### config.mk
export PLATFORM = sky130hd
export DESIGN_NAME = mont_domain_converter
export DESIGN_NICKNAME = d
export VERILOG_FILES = /design/src/rtl/mont_domain_converter.sv
export SDC_FILE = /design/constraint.sdc
export NUM_CORES = 1
export LEC_CHECK = 0
export CORE_MARGIN = 2
export CORE_UTILIZATION = 35
export DETAILED_ROUTE_END_ITERATION = 8
export PLACE_DENSITY = 0.69
export SYNTH_ARGS = -nofsm -noshare
export SYNTH_HDL_FRONTEND = slang
export SYNTH_SLANG_ARGS = --single-unit
### constraint.sdc
create_clock -name clk_i -period 5.2 [get_ports clk_i]
set_clock_uncertainty 0.05 [all_clocks]
set_input_delay 1.04 -clock clk_i [delete_from_list [all_inputs] [get_ports clk_i]]
set_output_delay 1.04 -clock clk_i [all_outputs]
set_load 0.01 [all_outputs]
### src/rtl/mont_domain_converter.sv
// mont_domain_converter: bit-serial conversion of a plain operand x into
// Montgomery form x_m = (x * 2^m_bl) mod m, ahead of the Montgomery core.
// Horner evaluation over x[DL-1..0] followed by m_bl zero bits, with one
// conditional subtract per cycle.
// Optional build macro: MONT_CONV_ERR_EN adds err_o and operand legality checks.
module mont_domain_converter #(
  parameter int DATA_LENGTH = 64
) (
  input  logic                   clk_i,
  input  logic                   rst_i,
  input  logic                   valid_i,
  output logic                   ready_o,
  input  logic [DATA_LENGTH-1:0] x_i,
  input  logic [DATA_LENGTH-1:0] m_i,
  input  logic [DATA_LENGTH-1:0] m_bl_i,
  output logic                   valid_o,
  input  logic                   ready_i,
  output logic [DATA_LENGTH-1:0] x_m_o,
  output logic                   busy_o
`ifdef MONT_CONV_ERR_EN
  ,
  output logic                   err_o
`endif
);

  localparam int CW = $clog2(2 * DATA_LENGTH) + 1;
  localparam logic [CW-1:0]          DL_C  = CW'(DATA_LENGTH);
  localparam logic [DATA_LENGTH-1:0] DL_W  = DATA_LENGTH'(DATA_LENGTH);

  localparam logic [1:0] S_IDLE = 2'd0;
  localparam logic [1:0] S_RUN  = 2'd1;
  localparam logic [1:0] S_DONE = 2'd2;

  // One Horner step: t = 2*acc + b is below 2*m, so one subtract reduces it.
  function automatic logic [DATA_LENGTH-1:0] mod_step(
    input logic [DATA_LENGTH:0]   t,
    input logic [DATA_LENGTH-1:0] m
  );
    logic [DATA_LENGTH:0] mx;
    mx = {1'b0, m};
    if (t >= mx) return DATA_LENGTH'(t - mx);
    else         return DATA_LENGTH'(t);
  endfunction

  // Clamp the bit length so an illegal value still yields a finite run.
  function automatic logic [CW-1:0] clamp_bl(input logic [DATA_LENGTH-1:0] bl);
    if (bl >= DL_W) return DL_C - CW'(1);
    else            return CW'(bl);
  endfunction

  logic [1:0]             state_q, state_d;
  logic [DATA_LENGTH-1:0] acc_q, acc_d;
  logic [CW-1:0]          cnt_q, cnt_d;
  logic                   err_q, err_d;
  logic [DATA_LENGTH-1:0] x_q, m_q;
  logic [CW-1:0]          mbl_q;
  logic [CW-1:0]          n_last;
  logic                   accept;
  logic                   in_err;

  assign accept = (state_q == S_IDLE) && valid_i;
  assign n_last = DL_C + mbl_q - CW'(1);

`ifdef MONT_CONV_ERR_EN
  assign in_err = (m_i == '0) || !m_i[0] || (m_bl_i >= DL_W);
`else
  assign in_err = 1'b0;
`endif

  // Next-state logic for the IDLE/RUN/DONE controller and accumulator.
  always_comb begin
    state_d = state_q;
    acc_d   = acc_q;
    cnt_d   = cnt_q;
    err_d   = err_q;
    case (state_q)
      S_IDLE: begin
        if (valid_i) begin
          state_d = S_RUN;
          acc_d   = '0;
          cnt_d   = '0;
          err_d   = in_err;
        end
      end
      S_RUN: begin
        if (err_q) begin
          state_d = S_DONE;
        end else begin
          acc_d = mod_step({acc_q, x_q[DATA_LENGTH-1]}, m_q);
          cnt_d = cnt_q + CW'(1);
          if (cnt_q == n_last) state_d = S_DONE;
        end
      end
      S_DONE: begin
        if (ready_i) begin
          state_d = S_IDLE;
          err_d   = 1'b0;
        end
      end
      default: state_d = S_IDLE;
    endcase
  end

  // Controller and accumulator registers with synchronous reset.
  always_ff @(posedge clk_i) begin
    if (rst_i) begin
      state_q <= S_IDLE;
      acc_q   <= '0;
      cnt_q   <= '0;
      err_q   <= 1'b0;
    end else begin
      state_q <= state_d;
      acc_q   <= acc_d;
      cnt_q   <= cnt_d;
      err_q   <= err_d;
    end
  end

  // Operand capture on accept; x shifts out MSB-first, then feeds zeros.
  always_ff @(posedge clk_i) begin
    if (accept) begin
      x_q   <= x_i;
      m_q   <= m_i;
      mbl_q <= clamp_bl(m_bl_i);
    end else if (state_q == S_RUN) begin
      x_q <= {x_q[DATA_LENGTH-2:0], 1'b0};
    end
  end

  assign ready_o = (state_q == S_IDLE);
  assign valid_o = (state_q == S_DONE);
  assign busy_o  = (state_q == S_RUN) || (state_q == S_DONE);
  assign x_m_o   = (valid_o && !err_q) ? acc_q : '0;
`ifdef MONT_CONV_ERR_EN
  assign err_o   = valid_o && err_q;
`endif

endmodule

==> Flow_metrics.wiki <==
{| class="wikitable"
! Metric !! Value
|-
| Number of distinct library cells after synthesis || 68
|-
| Critical setup path kind || flop to flop
|-
| CTS tree || yes
|-
| Number of I/O port buffers || 262
|-
| Post-CTS Resized || 0
|-
| Total cell area at the placement stage || 0.0157 sq mm
|-
| Async SR Flop Fraction || 0%
|-
| Internal power || 3480 uW
|-
| Per-instance average area after synthesis || 9.54 sq um
|-
| Run status || completed
|-
| Layout overhead on the synthesized area || 30.1%
|-
| Global-route wire length before repair || 58.2 mm
|-
| Chip Width || 195 microns
|-
| Max-cap viol count || 0
|-
| Sequential fraction of the synthesis area || 43.7%
|-
| Data arrival time of the worst path || 4.48 ns
|-
| Detailed-route DRC error count || 0
|-
| Post-route non-filler standard cell count || 2,041
|-
| Type of the worst min-delay path || flop to flop
|-
| Number of buffers inserted during clock tree synthesis || 25
|-
| Post-synthesis sequential element count || 210
|-
| Ranking of synthesized cells by area || edfxtp_1 (32%), dfxtp_1 (12%), ha_1 (6.8%), mux2_2 (5.8%), a21oi_1 (4.8%)
|-
| Combinational share of power || 17.5%
|-
| Share of the core filled with cells || 46.4%
|-
| Worst Setup End Kind || flop
|-
| Clock Latency Late Sink || 0.55 ns
|-
| Share of the synthesized area in the top cell type || 32.1%
|-
| Relative contribution of the clock network to total power || 37.9%
|-
| Number of endpoints with negative hold slack in the final report || 0
|-
| Worst slew margin relative to its limit || 28.8%
|-
| Vias in the first global route || 10,800
|-
| Post-route setup TNS || 0 ns
|-
| Instance count of the mapped netlist || 1,334
|-
| Area of the mapped netlist || 0.0127 sq mm
|-
| Leading cell types in the layout, fill and taps excluded || clkdlybuf4s50_1 (262), edfxtp_1 (136), a21oi_1 (122), nand2_1 (104), inv_1 (89)
|-
| Number of buffer and inverter stages on the critical path || 3
|-
| Synthesis warning total || 0
|-
| Full die area || 0.0379 sq mm
|-
| Final RePlAce weighted congestion || 0.898
|-
| Kind of cell with the highest combined delay on the critical path || compound AO/OA/AOI/OAI gates
|-
| Iteration count of the initial detailed-routing pass || 5
|-
| Largest fanout of any net on the critical path || 73
|-
| Top cell type by total area after synthesis || edfxtp_1
|-
| CP Data Required Time || 5.59 ns
|-
| Core area || 0.0357 sq mm
|-
| Switching power total || 1250 uW
|-
| Global Route Usage Sum || 19.0%
|-
| Top-Level Pins || 263
|-
| Total leakage power || 0.00639 uW
|-
| Post-detailed-route count of antenna-violating nets || 0
|-
| Initial standard-cell utilization of the core || 35.7%
|-
| Crit path cell chain || inv_1 -> ha_1 -> a21oi_1 -> o21ai_1 -> a221oi_2 -> a21oi_1 -> a211oi_2 -> a31oi_2 -> a211oi_4 -> buf_4 -> buf_4 -> o21ai_0 -> a22o_1
|-
| Critical path startpoint category || flop
|-
| Wirelength per Cell || 18.0 microns
|-
| Largest buffer count on any clock path || 3
|-
| Critical-path top delay cell || buf_4
|-
| Top flip-flop cell by instance count after synthesis || edfxtp_1
|-
| Worst supply voltage drop on vdd || 0.244 mV
|-
| Power Total || 4730 uW
|-
| Crit path time final || 4.09 ns
|-
| Switch share || 26.5%
|-
| Final std cell area, no fill || 0.0166 sq mm
|-
| Root buffer cell || clkbuf_16
|-
| Final Cycle Share || 78.6%
|-
| Total wire length after detailed routing || 36.7 mm
|-
| Count of endpoints failing setup in the final report || 0
|-
| Slew of the pin with the lowest slew margin || 1.07 ns
|-
| Clock-pin slew on the worst setup and hold paths || 0.07 ns
|-
| Unrepaired setup endpoints after global routing || no
|-
| Maximum number of pins on one net before global-route repair || 74
|-
| Iteration-0 DRC Markers || 689
|-
| Overall overflow remaining after global route || 0
|-
| Fraction of layout instances using a drive strength above 1 || 8.54%
|-
| Sequential cell fraction of total power || 44.7%
|-
| Post-CTS Setup Repair Bufs || 0
|-
| Post-DP HPWL || 27.7 mm
|-
| Placed cell count || 1,995
|-
| Maximum achievable frequency || 245 MHz
|-
| Number of vias per cell after detailed routing || 5.28
|-
| Via Count || 10,800
|-
| Number of antenna violations at the first check in global routing || 4
|-
| Ant diodes || 0
|-
| H-tree Lvls || 1
|-
| Leading cell type in the layout, fill and taps excluded || clkdlybuf4s50_1
|-
| Count of final max-slew check failures || 0
|-
| Slowest cell delay on critical path || 0.62 ns
|-
| Number of clock sinks || 210
|-
| Power density of the placed cells || 286 mW/mm^2
|-
| Number of cell rows || 69
|-
| Die H || 195 microns
|-
| Net count, final || 1,827
|-
| Count of flip-flops with a built-in enable after synthesis || 136
|-
| Hold-fix buffers at CTS || 0
|}
## area by class of cell
cell class	count	area [sq um]
fillers	3372	19100
clock buffers	27	643
clock inverters	19	193
multi-input cells	961	6520
repair buffers	273	2720
flip-flops and latches	210	5570
well taps	461	577
inverters	90	340
## power by group through the flow
stage / sequential [uW] / clock [uW] / combinational, uW
6_report: 2110 / 1790 / 827
5_1_grt: 2130 / 1900 / 909
4_1_cts: 2120 / 1830 / 835
3_5_place_dp: 2150 / 0 / 831
3_3_place_gp: 2140 / 0 / 815
2_1_floorplan: 2130 / 0 / 507
## synthesized netlist by cell type (17+ instances only)
cell	number
a21o_1	33
a21oi_1	122
a32oi_1	24
and2_1	70
clkbuf_1	56
dfxtp_1	74
edfxtp_1	136
ha_1	69
inv_1	90
mux2_2	65
nand2_1	105
nand2b_1	17
nand3_1	25
nand4_1	24
nor2_1	76
nor4_1	20
o21ai_0	63
o21ai_1	39
xnor2_1	38
xor2_1	37
## sequential cells by signal, indices dropped and copies added (netlist names)
register and cells:
acc_q 64, m_q 64, x_q 64, cnt_q 8, mbl_q 8, state_q 2
## cells by family (layout without fill, tap and decap cells)
family	Yosys count	count (layout)	synth area share [%]
other cells	1	2	0.0295
compound gates	368	368	18.2
simple gates	380	380	15.0
xor+xnor	75	75	5.16
mux	66	66	5.83
fa+ha+maj	70	70	6.94
flops	210	210	43.7
buf+inv	164	409	5.17
## per-stage QoR
step,hold slack [ns],worst slack [ns]
after floorplan,0.400,0.697
after global placement,0.414,1.27
after detailed placement,0.422,1.10
after CTS,0.433,1.05
after global routing,0.456,0.782
final,0.432,1.11
## routing by layer
layer,up-vias,wire (microns),track usage [%]
met4,8,731,4.25
met2,346,17100,31.9
met1,5096,15400,23.7
met5,-,49,0
li1,5278,-,-
met3,50,3410,6.42
## tightest hold or removal path: stages, from the launching register on
cell	delay [ns]
dfxtp_1	0.33
nand2_1	0.06
o21ai_1	0.05
## final timing paths
check | from | to | slack, ns | cells past startpoint
setup / recovery | m_q[8]$_DFFE_PP_ | acc_q[27]$_SDFFE_PP0P_ | 1.11 | 13
hold / removal | acc_q[40]$_SDFFE_PP0P_ | acc_q[40]$_SDFFE_PP0P_ | 0.43 | 2
setup reg to reg | m_q[8]$_DFFE_PP_ | acc_q[27]$_SDFFE_PP0P_ | 1.11 | 13
hold reg to reg | acc_q[40]$_SDFFE_PP0P_ | acc_q[40]$_SDFFE_PP0P_ | 0.43 | 2
Power figures use the tool's default switching activity.
